File: config.mk
export PLATFORM = sky130hd
export DESIGN_NAME = npu_cube_add_csacc
export DESIGN_NICKNAME = d
export VERILOG_FILES = /design/src/rtl/npu_cube_add_pkg.sv /design/src/rtl/npu_cube_add_csa.sv /design/src/rtl/npu_cube_add_csacc.sv
export SDC_FILE = /design/constraint.sdc
export NUM_CORES = 1
export LEC_CHECK = 0
export BUFFER_PORTS_ARGS = -buffer_cell sky130_fd_sc_hd__buf_2
export CELL_PAD_IN_SITES_DETAIL_PLACEMENT = 1
export CELL_PAD_IN_SITES_GLOBAL_PLACEMENT = 1
export CORE_MARGIN = 2
export CORE_UTILIZATION = 45
export CTS_BUF_LIST = sky130_fd_sc_hd__clkbuf_2 sky130_fd_sc_hd__clkbuf_4 sky130_fd_sc_hd__clkbuf_8
export DETAILED_ROUTE_END_ITERATION = 10
export PLACE_DENSITY_LB_ADDON = 0.1
export SKIP_CTS_REPAIR_TIMING = 1
export SYNTH_ARGS = -nofsm -noshare
export SYNTH_HDL_FRONTEND = slang
export SYNTH_SLANG_ARGS = --single-unit
File: constraint.sdc
create_clock -name clk -period 2.9 [get_ports clk]
set_input_delay 0.145 -clock clk [delete_from_list [all_inputs] [get_ports clk]]
set_output_delay 0.145 -clock clk [all_outputs]
set_load 0.1 [all_outputs]
File: src/rtl/npu_cube_add_pkg.sv
`default_nettype none
// ============================================================================
// Module  : npu_cube_add_pkg
// Purpose : Shared types and width helpers for the cube add carry-save
//           accumulator (FSM state encoding, accumulator/counter widths).
// Ports   : none (package)
// Rev     : 1.0  initial release
// ============================================================================
package npu_cube_add_pkg;

   typedef enum logic [1:0] {
      IDLE    = 2'd0,
      ACC     = 2'd1,
      RESOLVE = 2'd2,
      HOLD    = 2'd3
   } state_t;

   // Accumulator width: enough headroom for MAX_LEN full-scale operands.
   function automatic int acc_width(input int data_w, input int max_len);
      return data_w + $clog2(max_len);
   endfunction

   // Counter width: must be able to hold MAX_LEN itself.
   function automatic int cnt_width(input int max_len);
      return $clog2(max_len) + 1;
   endfunction

endpackage
`default_nettype wire

File: src/rtl/npu_cube_add_csa.sv
`default_nettype none
// ============================================================================
// Module  : npu_cube_add_csa
// Purpose : Combinational W-bit 3:2 compressor row. Reduces three addends to
//           a sum word and a carry word (carry already shifted left by one,
//           truncated to W bits).
// Ports   : i_x, i_y, i_z  - addends (W bits)
//           o_sum          - bitwise sum x^y^z
//           o_carry        - majority(x,y,z) << 1
// Rev     : 1.0  initial release
// ============================================================================
module npu_cube_add_csa #(
   parameter int W = 12
) (
   input  logic [W-1:0] i_x,
   input  logic [W-1:0] i_y,
   input  logic [W-1:0] i_z,
   output logic [W-1:0] o_sum,
   output logic [W-1:0] o_carry
);

   logic [W-1:0] w_maj;

   assign w_maj   = (i_x & i_y) | (i_x & i_z) | (i_y & i_z);
   assign o_sum   = i_x ^ i_y ^ i_z;
   // MSB of the majority is dropped: results are taken modulo 2^W.
   assign o_carry = {w_maj[W-2:0], 1'b0};

endmodule
`default_nettype wire

File: src/rtl/npu_cube_add_csacc.sv
`default_nettype none
// ============================================================================
// Module  : npu_cube_add_csacc
// Purpose : Multi-lane carry-save accumulator. Each lane sums a packet of
//           1..MAX_LEN operands in redundant sum/carry form (one beat per
//           cycle), then resolves S+C in a single carry-propagate cycle and
//           holds the result until the consumer takes it.
// Ports   : clk, rst          - clock, synchronous active-high reset
//           in_valid/in_ready - operand beat handshake
//           in_data           - LANES x DATA_W operands
//           in_last           - final beat of packet
//           out_valid/out_ready - result handshake
//           out_data          - LANES x ACC_W results
//           out_cnt           - number of operands summed
//           out_trunc         - packet cut at MAX_LEN without in_last
// Rev     : 1.0  initial release
// ============================================================================
module npu_cube_add_csacc
   import npu_cube_add_pkg::*;
#(
   parameter int DATA_W  = 8,
   parameter int LANES   = 4,
   parameter int MAX_LEN = 16,
   parameter int SIGNED  = 0,
   localparam int ACC_W  = acc_width(DATA_W, MAX_LEN),
   localparam int CNT_W  = cnt_width(MAX_LEN)
) (
   input  logic                    clk,
   input  logic                    rst,
   input  logic                    in_valid,
   output logic                    in_ready,
   input  logic [LANES*DATA_W-1:0] in_data,
   input  logic                    in_last,
   output logic                    out_valid,
   input  logic                    out_ready,
   output logic [LANES*ACC_W-1:0]  out_data,
   output logic [CNT_W-1:0]        out_cnt,
   output logic                    out_trunc
);

   state_t                   r_state;
   state_t                   w_state_nxt;
   logic [CNT_W-1:0]         r_cnt;
   logic                     r_trunc;
   logic [LANES*ACC_W-1:0]   r_s;
   logic [LANES*ACC_W-1:0]   r_c;
   logic [LANES*ACC_W-1:0]   w_x;
   logic [LANES*ACC_W-1:0]   w_sum;
   logic [LANES*ACC_W-1:0]   w_carry;
   logic [LANES*ACC_W-1:0]   w_res;
   logic                     w_accept;
   logic [CNT_W-1:0]         w_cnt_nxt;
   logic                     w_at_limit;
   logic                     w_end;

   // ------------------------------------------------------------------
   // Per-lane operand extension, compressor row and resolve adder
   // ------------------------------------------------------------------
   generate
      for (genvar gi = 0; gi < LANES; gi++) begin : g_lane
         logic w_ext;
         assign w_ext = (SIGNED != 0) ? in_data[gi*DATA_W + DATA_W - 1] : 1'b0;
         assign w_x[gi*ACC_W +: ACC_W] =
            {{(ACC_W-DATA_W){w_ext}}, in_data[gi*DATA_W +: DATA_W]};

         npu_cube_add_csa #(.W(ACC_W)) u_csa (
            .i_x     (r_s[gi*ACC_W +: ACC_W]),
            .i_y     (r_c[gi*ACC_W +: ACC_W]),
            .i_z     (w_x[gi*ACC_W +: ACC_W]),
            .o_sum   (w_sum[gi*ACC_W +: ACC_W]),
            .o_carry (w_carry[gi*ACC_W +: ACC_W])
         );

         assign w_res[gi*ACC_W +: ACC_W] = r_s[gi*ACC_W +: ACC_W] + r_c[gi*ACC_W +: ACC_W];
      end
   endgenerate

   // ------------------------------------------------------------------
   // Handshake and packet termination
   // ------------------------------------------------------------------
   assign in_ready  = !rst && ((r_state == IDLE) || (r_state == ACC));
   assign out_valid = (r_state == HOLD);
   assign w_accept  = in_valid && in_ready;

   // Count including the beat being accepted; a fresh packet restarts at 1
   // regardless of the count left over from the previous packet.
   assign w_cnt_nxt  = (r_state == IDLE) ? CNT_W'(1) : (r_cnt + CNT_W'(1));
   assign w_at_limit = (w_cnt_nxt == CNT_W'(MAX_LEN));
   assign w_end      = in_last || w_at_limit;

   // ------------------------------------------------------------------
   // FSM next state
   // ------------------------------------------------------------------
   always_comb begin
      w_state_nxt = r_state;
      case (r_state)
         IDLE, ACC: begin
            if (w_accept) begin
               w_state_nxt = w_end ? RESOLVE : ACC;
            end
         end
         RESOLVE: w_state_nxt = HOLD;
         HOLD: begin
            if (out_ready) begin
               w_state_nxt = IDLE;
            end
         end
         default: w_state_nxt = IDLE;
      endcase
   end

   // ------------------------------------------------------------------
   // State, accumulators and output registers
   // ------------------------------------------------------------------
   always_ff @(posedge clk) begin
      if (rst) begin
         r_state   <= IDLE;
         r_s       <= '0;
         r_c       <= '0;
         r_cnt     <= '0;
         r_trunc   <= 1'b0;
         out_data  <= '0;
         out_cnt   <= '0;
         out_trunc <= 1'b0;
      end else begin
         r_state <= w_state_nxt;

         if (w_accept) begin
            if (r_state == IDLE) begin
               r_s <= w_x;
               r_c <= '0;
            end else begin
               r_s <= w_sum;
               r_c <= w_carry;
            end
            r_cnt   <= w_cnt_nxt;
            r_trunc <= w_at_limit && !in_last;
         end

         if (r_state == RESOLVE) begin
            out_data  <= w_res;
            out_cnt   <= r_cnt;
            out_trunc <= r_trunc;
         end
      end
   end

endmodule
`default_nettype wire

Word level (Yosys, flattened, before mapping)
Cells that the tools add are included.
{"block": "totals", "reg_bits": 158, "input_bits": 37, "out_inout_bits": 56, "word_cells": 64}
{"block": "classes", "addsub": 5, "eq_ne": 6, "mux": 7, "bitwise": 28, "reduce_logical": 10}
{"op": "two-way mux 48 bit", "count": 2}
{"op": "bitwise AND 11 x 8 -> 11 bit", "count": 8}
{"op": "bitwise OR 11 bit", "count": 8}
{"op": "adder 12 bit", "count": 4}
{"op": "bitwise XOR 12 bit", "count": 4}
{"op": "bitwise XOR 12 x 8 -> 12 bit", "count": 4}
{"op": "bitwise AND 11 bit", "count": 4}
{"op": "two-way mux 2 bit", "count": 3}
{"op": "one-hot mux 2 bit (3 select lines)", "count": 1}
{"op": "adder 5 x 1 -> 5 bit (second input constant)", "count": 1}
{"op": "== test 5 bit (second input constant)", "count": 1}
{"op": "two-way mux 5 bit", "count": 1}
{"op": "== test 2 bit (second input constant)", "count": 2}
{"op": "logical AND 1 bit", "count": 3}
{"op": "== test 2 x 1 -> 1 bit (second input constant)", "count": 1}
{"op": "zero test 1 bit", "count": 2}
{"op": "zero test 2 bit", "count": 1}
{"op": "logical OR 1 bit", "count": 2}
{"op": "!= test 2 x 1 -> 1 bit (second input constant)", "count": 1}
{"op": "!= test 2 bit (second input constant)", "count": 1}
{"op": "AND reduction 2 bit", "count": 1}
{"op": "OR reduction 2 bit", "count": 1}

Depth between registers and ports, before layout
{"block": "depth", "word_depth": 7, "ltp_mapped": 8, "mapped_depth_nobuf": 7}

Hierarchy
From an unflattened synthesis, not the netlist that was laid out.
{"block": "unflattened", "hier_cells": 888, "area_unflattened_um2": 8458.1}
{"module": "npu_cube_add_csacc", "n_inst": 1, "cells_each": 832, "area_each_um2": 7437.1, "seq_area_each_um2": 3163.0}
{"module": "npu_cube_add_csa", "n_inst": 4, "cells_each": 14, "area_each_um2": 255.2, "seq_area_each_um2": 0.0}

Least setup slack after synthesis
OpenSTA, ideal clock, no wires.
{"block": "synth_timing", "path_kind": "reg2reg", "from": "register r_state[1]", "to": "register r_c[14]", "setup_time_ps": 128, "t_arrival_ps": 2079, "required_ps": 2772, "setup_slack_ps": 693, "stages_incl_launch_ff": 8, "n_path_buf": 3, "period_less_slack_ps": 2207, "path_cell_list": "dfxtp_1 buf_2 nor2_2 nand2_1 buf_6 clkbuf_1 a21oi_1 nor2_1"}
{"block": "synth_between", "elab_chain_len": 4, "elab_cells_between_ends": 6, "classes_between": "eq/ne: 1; mux: 1; reduce/logical: 4"}
{"element": "from (decl)", "line_no": "npu_cube_add_csacc.sv:41", "source": "state_t r_state;"}
{"element": "from (signal assigned)", "line_no": "npu_cube_add_csacc.sv:126", "source": "r_state <= w_state_nxt;"}
{"element": "== test 2 x 1 -> 1 bit or zero test 2 bit (tied branches)", "line_no": "npu_cube_add_csacc.sv:81", "source": "assign in_ready = !rst && ((r_state == IDLE) || (r_state == ACC));"}
{"element": "logical OR 1 bit (*)", "line_no": "npu_cube_add_csacc.sv:81"}
{"element": "logical AND 1 bit (*)", "line_no": "npu_cube_add_csacc.sv:81"}
{"element": "via in_ready", "line_no": "npu_cube_add_csacc.sv:31", "source": "output logic in_ready,"}
{"element": "logical AND 1 bit (*)", "line_no": "npu_cube_add_csacc.sv:83", "source": "assign w_accept = in_valid && in_ready;"}
{"element": "to (signal assigned)", "line_no": "npu_cube_add_csacc.sv:134", "source": "r_c <= w_carry;"}
{"element": "to (decl)", "line_no": "npu_cube_add_csacc.sv:46", "source": "logic [LANES*ACC_W-1:0] r_c;"}
Mark *: on every way through the listed nets, which the timed path passes. The rest lies on a longest branch.
A chain may end at the register's enable or synchronous reset.

Final worst setup path
{"block": "layout_timing", "from": "register r_c[13]", "to": "register out_data[21]"}
{"block": "layout_between", "elab_chain_len": 1}
{"element": "adder 12 bit", "line_no": "npu_cube_add_csacc.sv:74", "source": "assign w_res[gi*ACC_W +: ACC_W] = r_s[gi*ACC_W +: ACC_W] + r_c[gi*ACC_W +: ACC_W];"}
{"element": "to (signal assigned)", "line_no": "npu_cube_add_csacc.sv:141", "source": "out_data <= w_res;"}
{"element": "to (decl)", "line_no": "npu_cube_add_csacc.sv:36", "source": "output logic [LANES*ACC_W-1:0] out_data,"}
Every way passes these cells.

==> summary.txt <==
Floorplanning
  • DIE WIDTH: ~140 µm
  • Chip height: 142.3 µm
  • Standard-cell rows: 50
  • Area of the die: about 20000 µm²
  • Initial Util: 45.86%
  • I/O pin cnt: between 90 and 100
  • Core Area: around 19000 µm²

Yosys
  • Post-synthesis net count: ~1200
  • Yosys top cell by area: dfxtp_1
  • Number of synthesized flops with an enable pin: 0
  • Cell area after synthesis: 8607 µm²
  • Average cell area after synthesis: ~8.0 µm²
  • Main synth FF type: dfxtp_1
  • Synth Warn #: 0
  • Synth unique cells: between 40 and 50
  • Synth cell count leaders: dfxtp_1 (154), a21oi_1 (147), nand2_1 (124)
  • Most common cell in the synthesized netlist: dfxtp_1
  • Seq cells post-synth: between 150 and 200
  • Synth top area cells: dfxtp_1 (36%), a21oi_1 (8.5%), fa_1 (7.4%), ha_1 (6.5%), nand2_1 (5.4%)
  • Sequential area share after synthesis: a little over a third
  • Post-synth ARST share: 0%
  • Top cell type's share of synthesized area: a little over a third
  • Gate Count Post-Synth: ~1100

Final layout
  • Fill count: between 2000 and 2500
  • Area Growth Syn to Fin: 14.28%
  • Layout net count: about 1300
  • Ant. Diodes: 0
  • Layout cell share with drive strength beyond 1: 13.95%

Min path
  • Min-delay src: in_data[13]
  • Worst Hold Class: in -> reg
  • Hold EP: r_s[17]
  • Hold path depth: 3

Run status
  • Status: complete, but fails checks
  • Failing checks: hold timing

Detailed routing
  • DR iter-0 viols: between 200 and 300
  • Post-Route WL: approximately 24 mm
  • Via/cell ratio: between 5 and 6
  • Final ANT Viol Nets: 0
  • Vias: about 7800
  • Pre-antenna DRT Iters: 4
  • Routed len/inst: between 15 and 20 µm
  • DRC viols: 0

Timing
  • Slew margin rel.: 51.60%
  • Clk_skew: about 12 ps
  • Setup TNS: 0 ps
  • Final Cycle Share: 75.00%
  • Worst-margin pin slew: ~730 ps
  • Fmax: between 0.4 and 0.5 GHz
  • RSZ-0062 raised after global routing: no
  • Hold Fails Final Rpt: 5
  • # setup viols final: 0
  • Hold Slack: -19.23 ps
  • Pins over their slew limit: 0
  • Tmin final: between 2000 and 2500 ps

Pwr
  • Pwr Total: ~4.8 mW
  • Pleak: roughly 4.1 nW
  • Pwr Density: just under 500 nW/µm²
  • Peak VDD IR: between 0.2 and 0.3 mV

Clocking
  • H-tree depth: 4
  • # clock sinks: around 150
  • CTS clk-pin slew, worst paths: 90 ps
  • CTS buffer count: 17
  • Max Buffers Root-to-Sink: 2
  • Root Buffer: clkbuf_8
  • CTS tree: built
  • Clock Latency Late Sink: around 460 ps

Critical path
  • Reg-to-reg endpoint: out_data[21]
  • Worst EP arrival: approximately 2600 ps
  • Critical Path Sink Type: register
  • Kind of critical path: reg -> reg
  • Buf+Inv Stages, Crit Path: 0
  • Family with the most delay on the worst path: compound AO/OA/AOI/OAI gates
  • Max incr delay on CP: 500 ps
  • WP data required: approximately 3300 ps
  • Reg2Reg Depth: 7
  • Reg2reg setup slack: 730 ps
  • Maximum fanout along the worst path: 4
  • Cell Chain, Critical Path: ha_1 -> fa_1 -> a211oi_2 -> o211ai_1 -> a2111oi_1 -> a31oi_1 -> nand2_1
  • Reg-to-reg critical path startpoint: r_c[13]
  • Slowest stage cell, crit path: fa_1
  • CP startpoint kind: register

Global routing
  • Global Route Usage Sum: between 20% and 30%
  • Largest net degree at the start of global routing: ~120
  • Initial antenna violation count: 0
  • Number of global-route vias before repair: around 8000
  • Global-route wire length before repair: just under 40 mm
  • Grt ovf: 0

Placed design
  • I/O Buffers: between 90 and 100
  • Global placement routability congestion: roughly 0.8
  • Post-detail-place hpwl: between 15 and 20 mm

Job
  • Max-cap violations: 0
## through the flow
step | setup slack (ps) | utilization (%) | cells | area, µm²
final | 725.1 | 52.41 | 1410 | 9836
after global routing | 593.0 | 52.41 | 1410 | 9836
after CTS | 716.0 | 51.34 | 1390 | 9635
after detailed placement | 722.2 | 49.21 | 1358 | 9235
after global placement | 819.1 | 49.21 | 1358 | 9235
after floorplan | 693.0 | - | 1080 | 8607
## worst min-delay path, stage by stage
cell and delay [ps]:
buf_2 100, a21oi_1 60, o21ai_1 100
## flip-flops by register name, summed over array words and instances (netlist names)
name,count
out_data,48
r_s,48
r_c,44
out_cnt,5
r_cnt,5
r_state,2
out_trunc,1
r_trunc,1
## layout by cell type, fill, tap and decap left out, drive strengths merged, types with 11 or more instances in the layout
cell type and instances:
inv 92, dfxtp 154, a21oi 147, nand4 11
nor2 89, buf 110, nand3 80, a21o 17
nor3 44, clkbuf 19, a211oi 16, ha 45
fa 32, nand2 124, dlygate4sd3 20, o21ai 69
xnor2 13
## where the power goes
group,switching (mW),internal [mW],total [mW]
Clock,0.871,0.801,1.67
Combinational,0.583,0.278,0.862
Sequential,0.0659,2.19,2.25
Total,1.52,3.27,4.79
## cells by family after synthesis
family,share of synthesized area (%)
AND/OR/NAND/NOR,19.86
XOR/XNOR,1.933
buffers and inverters,7.734
multiplexers,0.6978
AO/OA/AOI/OAI,19.97
flip-flops,35.82
adder cells (fa/ha/maj),13.98
## per-layer routing
metal / GRT usage [%] / share of wire, % / up-vias
met5: 0 / 0 / -
met4: 6.305 / 1.5 / 0
met3: 3.466 / 4.0 / 26
met2: 40.02 / 47 / 126
met1: 34.22 / 48 / 3763
li1: - / - / 3877
## final cells by class
type | count | area (µm²) | share of cell area, %
clock buffers | 19 | 255.2 | 2.595
clock inverters | 13 | 145.1 | 1.476
inverters | 90 | 337.8 | 3.435
multi-input cells | 770 | 4873 | 49.55
flip-flops and latches | 154 | 3083 | 31.34
well taps | 234 | 292.8 | 2.977
repair buffers | 130 | 848.3 | 8.625
## worst max path at each step
stage                          start           end  slack, ps  cells past startpoint
after floorplan           r_state[1]       r_c[14]        690                      7
after global placement       r_c[13]  out_data[21]        820                      7
after detailed placement     r_c[13]  out_data[21]        720                      7
after CTS                    r_c[13]  out_data[21]        720                      7
after global routing         r_c[37]  out_data[45]        590                      7
final                        r_c[13]  out_data[21]        730                      7
No activity file was read; power rests on OpenSTA's default activity.
